--- config.mk ---
export PLATFORM = sky130hd
export DESIGN_NAME = time_uart_tx
export DESIGN_NICKNAME = d
export VERILOG_FILES = /design/src/rtl/time_uart_tx.sv
export SDC_FILE = /design/constraint.sdc
export NUM_CORES = 1
export LEC_CHECK = 0
export ABC_AREA = 1
export BUFFER_PORTS_ARGS = -buffer_cell sky130_fd_sc_hd__buf_2
export CAP_MARGIN = 15
export CORE_MARGIN = 3
export CORE_UTILIZATION = 60
export CTS_BUF_LIST = sky130_fd_sc_hd__clkbuf_8
export DETAILED_ROUTE_END_ITERATION = 12
export PLACE_DENSITY = 0.76
export SLEW_MARGIN = 0
export SYNTH_ARGS = -nofsm -noshare
export SYNTH_HDL_FRONTEND = slang
export SYNTH_SLANG_ARGS = --single-unit
--- constraint.sdc ---
create_clock -name clk -period 5.65 [get_ports clk]
set_input_delay 0.8475 -clock clk [delete_from_list [all_inputs] [get_ports clk]]
set_output_delay 0.8475 -clock clk [all_outputs]
set_load 0.01 [all_outputs]
--- src/rtl/time_uart_tx.sv ---
// time_uart_tx: snapshots the current time and date and sends them as one
// 21-byte ASCII line "HH:MM:SS DD.MM.YYYY\r\n" over an 8N1 UART.
module time_uart_tx #(
    parameter int unsigned CLK_FREQ = 100_000_000,
    parameter int unsigned BAUD     = 115200
) (
    input  logic        clk,
    input  logic        rst,
    input  logic [16:0] time_in,
    input  logic [20:0] date_in,
    input  logic        send,
    input  logic        auto_en,
    output logic        tx,
    output logic        busy,
    output logic        done
);

    localparam int unsigned DIV      = CLK_FREQ / BAUD;
    localparam int unsigned DivW     = $clog2(DIV + 1);
    localparam int unsigned NumBytes = 21;
    localparam logic [4:0]  LastIdx  = 5'(NumBytes - 1);

    typedef enum logic [2:0] {
        StIdle,
        StLoad,
        StConv,
        StStart,
        StData,
        StStop
    } state_e;

    state_e            state_q, state_d;
    logic [DivW-1:0]   div_q, div_d;
    logic [2:0]        bit_q, bit_d;
    logic [4:0]        idx_q, idx_d;
    logic              pend_q, pend_d;
    logic              tx_q, tx_d;
    logic              busy_q;
    logic              done_q, done_d;
    logic [5:0]        sec_q;
    logic [16:0]       time_q;
    logic [20:0]       date_q;
    logic [7:0]        msg_q [NumBytes];
    logic [7:0]        msg_d [NumBytes];
    logic              req;
    logic              div_end;
    logic              stop_end;

    // One decimal digit of val at the given place value, as ASCII.
    function automatic logic [7:0] ascii_digit(input logic [11:0] val,
                                               input logic [11:0] place);
        logic [11:0] d;
        d = (val / place) % 12'd10;
        return 8'h30 + d[7:0];
    endfunction

    // send and a seconds change in the same cycle collapse into one request.
    assign req = send | (auto_en & (time_in[5:0] != sec_q));

    assign div_end = (div_q == DivW'(DIV - 1));
    // tx is registered and trails the FSM by one cycle, so the final stop
    // state holds one extra cycle to end busy/done with the stop bit on the line.
    assign stop_end = (idx_q == LastIdx) ? (div_q == DivW'(DIV)) : div_end;

    // Format the snapshot into the fixed ASCII line.
    always_comb begin
        logic [11:0] hour, mins, secs, day, month, year;
        hour  = 12'(time_q[16:12]);
        mins  = 12'(time_q[11:6]);
        secs  = 12'(time_q[5:0]);
        day   = 12'(date_q[20:16]);
        month = 12'(date_q[15:12]);
        year  = date_q[11:0];
        msg_d[0]  = ascii_digit(hour, 12'd10);
        msg_d[1]  = ascii_digit(hour, 12'd1);
        msg_d[2]  = 8'h3A;
        msg_d[3]  = ascii_digit(mins, 12'd10);
        msg_d[4]  = ascii_digit(mins, 12'd1);
        msg_d[5]  = 8'h3A;
        msg_d[6]  = ascii_digit(secs, 12'd10);
        msg_d[7]  = ascii_digit(secs, 12'd1);
        msg_d[8]  = 8'h20;
        msg_d[9]  = ascii_digit(day, 12'd10);
        msg_d[10] = ascii_digit(day, 12'd1);
        msg_d[11] = 8'h2E;
        msg_d[12] = ascii_digit(month, 12'd10);
        msg_d[13] = ascii_digit(month, 12'd1);
        msg_d[14] = 8'h2E;
        msg_d[15] = ascii_digit(year, 12'd1000);
        msg_d[16] = ascii_digit(year, 12'd100);
        msg_d[17] = ascii_digit(year, 12'd10);
        msg_d[18] = ascii_digit(year, 12'd1);
        msg_d[19] = 8'h0D;
        msg_d[20] = 8'h0A;
    end

    // Next-state logic: message sequencing, bit timing and request pending.
    always_comb begin
        state_d = state_q;
        div_d   = div_q;
        bit_d   = bit_q;
        idx_d   = idx_q;
        pend_d  = pend_q | (req & (state_q != StIdle));
        done_d  = 1'b0;
        tx_d    = 1'b1;
        unique case (state_q)
            StIdle: begin
                if (req || pend_q) begin
                    state_d = StLoad;
                    pend_d  = 1'b0;
                end
            end
            StLoad: state_d = StConv;
            StConv: begin
                state_d = StStart;
                div_d   = '0;
                bit_d   = '0;
                idx_d   = '0;
            end
            StStart: begin
                tx_d = 1'b0;
                if (div_end) begin
                    div_d   = '0;
                    state_d = StData;
                end else begin
                    div_d = div_q + 1'b1;
                end
            end
            StData: begin
                tx_d = msg_q[idx_q][bit_q];
                if (div_end) begin
                    div_d = '0;
                    if (bit_q == 3'd7) begin
                        bit_d   = '0;
                        state_d = StStop;
                    end else begin
                        bit_d = bit_q + 1'b1;
                    end
                end else begin
                    div_d = div_q + 1'b1;
                end
            end
            StStop: begin
                if (!stop_end) begin
                    div_d = div_q + 1'b1;
                end else if (idx_q != LastIdx) begin
                    div_d   = '0;
                    idx_d   = idx_q + 1'b1;
                    state_d = StStart;
                end else begin
                    div_d  = '0;
                    idx_d  = '0;
                    done_d = 1'b1;
                    // A pending or coincident request restarts without dropping busy.
                    if (req || pend_q) begin
                        state_d = StLoad;
                        pend_d  = 1'b0;
                    end else begin
                        state_d = StIdle;
                    end
                end
            end
            default: state_d = StIdle;
        endcase
    end

    // Control and output registers.
    always_ff @(posedge clk) begin
        if (rst) begin
            state_q <= StIdle;
            div_q   <= '0;
            bit_q   <= '0;
            idx_q   <= '0;
            pend_q  <= 1'b0;
            tx_q    <= 1'b1;
            busy_q  <= 1'b0;
            done_q  <= 1'b0;
            sec_q   <= time_in[5:0];
        end else begin
            state_q <= state_d;
            div_q   <= div_d;
            bit_q   <= bit_d;
            idx_q   <= idx_d;
            pend_q  <= pend_d;
            tx_q    <= tx_d;
            busy_q  <= (state_d != StIdle);
            done_q  <= done_d;
            sec_q   <= time_in[5:0];
        end
    end

    // Snapshot in LOAD, ASCII conversion registered in CONV.
    always_ff @(posedge clk) begin
        if (state_q == StLoad) begin
            time_q <= time_in;
            date_q <= date_in;
        end
        if (state_q == StConv) begin
            msg_q <= msg_d;
        end
    end

    assign tx   = tx_q;
    assign busy = busy_q;
    assign done = done_q;

endmodule

* After elaboration in Yosys (flattened, before gate mapping) *
Index checks and enable logic that the tools add are counted.

cells by class
  add/subtract/negate cells = 17
  multipliers = 0
  div/mod/pow operators = 22
  $lt $le $gt $ge = 2
  equal/unequal tests = 13
  shift operators = 0
  mux-type cells = 29
  bitwise operators = 7
  reductions and logical operators = 11

operators with widths
  cell                                               number
  adder 6 x 8 -> 8 bit (first input constant)        14
  modulo 12 x 4 -> 12 bit (second input constant)    9
  binary-select mux 8 bit (select 5 bit)             1
  one-hot mux 10 bit (3 select lines)                1
  divider 5 x 4 -> 12 bit (second input constant)    2
  divider 6 x 4 -> 12 bit (second input constant)    2
  modulo 5 x 4 -> 12 bit (second input constant)     2
  modulo 6 x 4 -> 12 bit (second input constant)     2
  two-way mux 3 bit                                  7
  equality test 10 bit (second input constant)       2
  two-way mux 10 bit                                 2
  one-hot mux 3 bit (6 select lines)                 1
  two-way mux 8 bit                                  2
  divider 12 x 10 -> 12 bit (second input constant)  1
  divider 12 x 4 -> 12 bit (second input constant)   1
  divider 12 x 7 -> 12 bit (second input constant)   1
  divider 4 x 4 -> 12 bit (second input constant)    1
  modulo 4 x 4 -> 12 bit (second input constant)     1
  adder 10 x 1 -> 10 bit (second input constant)     1
  two-way mux 5 bit                                  2
  one-hot mux 5 bit (2 select lines)                 1
  equality test 3 bit (second input constant)        3
  nonzero test 3 bit                                 3
  two-way mux 1 bit                                  7
  24 further kinds                                   32

storage, ports and cells
  register bits after elaboration = 181
  latch bits = 0
  bits in writable memories = 0
  memory bits (read-only) = 0
  input bits = 42
  memories kept = 0

* Depth between registers and ports, before layout *
  depth after elaboration = 9
  mapped depth = 54

* Least setup slack after synthesis *
Ideal clock, no wire load.

  kind = reg-to-reg
  start = register state_q[1]
  end = register idx_q[4]
  data arrival time = 4,832 ps
  path slack = 740 ps
  cell stages (with the launch flop) = 11
  buffers on the path = 0
  period minus slack after synthesis = 4,910 ps
  cell sequence = dfxtp_1 > inv_1 > nor2_1 > inv_1 > nor2_1 > inv_1 > nand2_1 > inv_1 > nor2_1 > a21oi_1 > nor3_1

on the way
  word-level cells in the longest chain between the ends = 3
  elaborated cells between the ends (all ways) = 6

RTL lines
  what                                                                          line  text
  from (decl)                                                                   32    state_e state_q, state_d;
  from (signal assigned)                                                        170   state_q <= StIdle;
  from (signal assigned)                                                        180   state_q <= state_d;
  equality test 3 bit / equality test 3 x 2 -> 1 bit (equally long branches)    106   unique case (state_q)
  inequality test 2 bit (no line) / nonzero test 2 bit (equally long branches)  -
  AND reduction 2 bit (no line)                                                 -
  to (signal assigned)                                                          183   idx_q <= idx_d;
  to (decl)                                                                     35    logic [4:0] idx_q, idx_d;

Parallel ways exist; a longest one is shown, timed or not.
A chain may end at the register's enable or synchronous reset.

==> impl_results.md <==
* Initial drt markers at 533
* Final worst path period need at 5.44 ns
* CP startpoint kind: flip-flop
* Main combinational cell family by area after synthesis: simple AND/OR/NAND/NOR gates
* R2R setup slack at 0.21 ns
* H-tree levels at 4
* Comb power frac at 52.6%
* Worst EP arrival at 5.66 ns
* Sw power at 2.20 mW
* CP required at 5.87 ns
* EDFF count, synth at 116
* Port-buffer cells at 44
* Die Y at 129 um
* Fraction of registers with async set/reset at 0%
* # hold bufs at CTS at 0
* Cts bufs inserted at 17
* Final worst path period share at 96.3%
* Hold Path Depth at 0
* F_max at 184 MHz
* Classification of the worst setup path: flip-flop to flip-flop
* Unrepaired setup endpoints after global routing: true
* Reg clk slew, reported paths at 0.09 ns
* Post-synthesis mux area share at 0.439%
* Crit path buffers/inverters at 2
* Initial antenna violation count at 0
* Tot Pwr at 5.05 mW
* Global-route wire length before repair at 32000 um
* # setup viols final at 0
* Hold wc startpoint: time_q[12]
* Status: finished clean
* Worst-margin pin slew at 1.09 ns
* Die width at 129 um
* Largest area contributor in the netlist: edfxtp_1
* Top Family by Delay on Critical Path: simple AND/OR/NAND/NOR gates
* GRT overflow at 0
* Setup total negative slack at 0 ns
* DRC viols at 0
* Clock sinks at 147
* CP startpoint: date_q[8]
* Total of max-cap violations at 0
* HP Class: flip-flop to flip-flop
* Largest net degree at the start of global routing at 42
* Static Leak at 4.58 nW
* WL final at 19500 um
* P&R area growth vs syn at 13.6%
* DR WL/cell at 14.3 um
* CP max stage cell: edfxtp_1
* Initial Util at 62.0%
* I/O pin total at 45
* Clk pwr share at 16.4%
* Clk root buf: clkbuf_8
* Reg2reg start: date_q[8]
* Die area at 0.0167 mm^2
* Drt pass-1 iters at 5
* Post-Synth Simple-Gate Area at 25.4%
* GPL Wtd Cong at 0.900
* Syn avg cell area at 8.41 um^2
* CP Capture Type: flip-flop
* Layout fillers at 1131
* Commonest non-fill, non-tap cell in the layout: nand2_1
* Crit Reg-Reg Endpoint: msg_q[38]
* Seq/Total Area, Yosys at 45.0%
* GRT Total Usage at 23.9%
* Compound-Gate Fraction of Synth Area at 11.6%
* Peak VDD IR at 0.000294 V
* Post-DP HPWL at 13900 um
* Crit path max fanout at 8
* Ant diodes at 0
* Placeable Area at 0.0147 mm^2
* Vias in the first global route at 7007
* Final Max Tran Viols at 0
* Synth area leaders: edfxtp_1 (38%), nand2_1 (9.7%), dfxtp_1 (6.8%), inv_1 (6.4%), ha_1 (5.4%)
* Syn Inst Count at 1084
* Fin. Hold Viols at 0
* Most common cell on crit path: nand2_2
* Switching share of total power at 43.6%
* Setup Skew at 0.0114 ns
* Routed Antenna Nets at 0
* Synth Area in Adders at 5.36%
* Cell Int Power at 2.85 mW
* Row count at 44
* Drt via density at 5.51
* CTS max path bufs at 2
* CTS tree: yes
* Worst-Skew Late Latency at 0.47 ns
* Sequential power share at 31.0%
* Worst Hold End: msg_q[152]
* Layout cells sized above 1 at 18.3%
* #FFs+latches synth at 147
* Unique masters post-synth at 54
* Vias after detailed routing at 7521
* Most frequent cells in the layout: nand2_1 (224), inv_1 (155), edfxtp_1 (116)
* Final Net Count at 1249
* Share of the synthesized area in the top cell type at 38.2%
* Slew HR at 26.9%
* Worst path max stage delay at 0.50 ns
* Synth Area in XOR/XNOR at 4.12%
* Worst reg-to-reg path cell count at 41
* P per Cell Area at 488 mW/mm^2
* Mapped cell area at 0.00911 mm^2
* Synth warnings at 0
* Main synth FF type: edfxtp_1
[synth_stat cells, types with 6 or more instances]
cell type / instances
nand3_2: 14
edfxtp_1: 116
a211oi_1: 8
a221oi_1: 9
xor2_1: 35
nand2_4: 9
nand3_1: 53
o22ai_1: 8
nand2_1: 236
nand4_1: 22
o211ai_1: 6
nor3_1: 17
inv_2: 14
o21ai_0: 49
nor2_1: 84
clkbuf_1: 15
xnor2_1: 6
nand2_2: 25
dfxtp_1: 31
ha_1: 39
a21oi_1: 43
nor4_1: 10
inv_1: 156
o21ai_1: 8
[cell type report]
class / instances / area [um^2] / share of cell area, %
inverters: 173 / 662 / 6.39
clock buffers: 19 / 262 / 2.53
clock inverters: 13 / 136 / 1.32
flip-flops and latches: 147 / 4100 / 39.6
multi-input cells: 754 / 4500 / 43.4
repair buffers: 75 / 465 / 4.49
well taps: 184 / 230 / 2.22
[through the flow]
| step | hold WS, ns | utilization, % | std cells | setup slack, ns | cell area [um^2] |
|---|---|---|---|---|---|
| after floorplan | 0.400 | - | 1091 | 0.740 | 9140 |
| after global placement | 0.402 | 65.1 | 1307 | 0.393 | 9570 |
| after global routing | 0.435 | 70.4 | 1365 | -0.152 | 10400 |
| final | 0.426 | 70.4 | 1365 | 0.210 | 10400 |
| after detailed placement | 0.408 | 65.1 | 1307 | 0.242 | 9570 |
| after CTS | 0.429 | 67.8 | 1339 | 0.213 | 9970 |
[state kept, by name (all words and copies together), names as in the netlist, 3 cells and up]
signal and count:
idx_q 5, date_q 21, state_q 3, sec_q 6
time_q 17, msg_q 78, bit_q 3, div_q 10
[layer usage]
layer | wire length [um] | track usage, % | vias up
met1 | 8950 | 32.7 | 3432
met4 | 371 | 7.97 | 0
met3 | 1110 | 4.74 | 38
li1 | - | - | 3822
met2 | 9090 | 38.3 | 229
met5 | 0 | 0 | -
[how the worst max path moves through the flow]
stage	to	cells past startpoint
after floorplan	idx_q[4]	10
after global placement	msg_q[37]	40
after detailed placement	msg_q[37]	39
after CTS	msg_q[38]	40
after global routing	msg_q[38]	41
final	msg_q[38]	41
[what timing repair did]
action,4_1_cts,5_1_grt
endpoints found under the setup margin,0,6
gates resized for setup,0,42
buffers inserted,0,25
[cells by family (layout without fill, tap and decap cells)]
group | after synthesis | after routing
and+or+nand+nor | 491 | 491
buffers and inverters | 190 | 280
AOI/OAI and AO/OA | 170 | 170
DFF | 147 | 147
xor gates and xnor gates | 42 | 42
adders and majority gates | 39 | 39
muxes | 4 | 4
other | 1 | 8
[power groups by stage]
stage	sequential (mW)	clock, mW	combinational (mW)
floorplan	1.55	0	1.93
global placement	1.59	0	2.31
detailed placement	1.59	0	2.39
CTS	1.57	0.846	2.39
global route	1.58	0.885	2.99
finish	1.56	0.829	2.66
(Power assumes the default switching activity.)
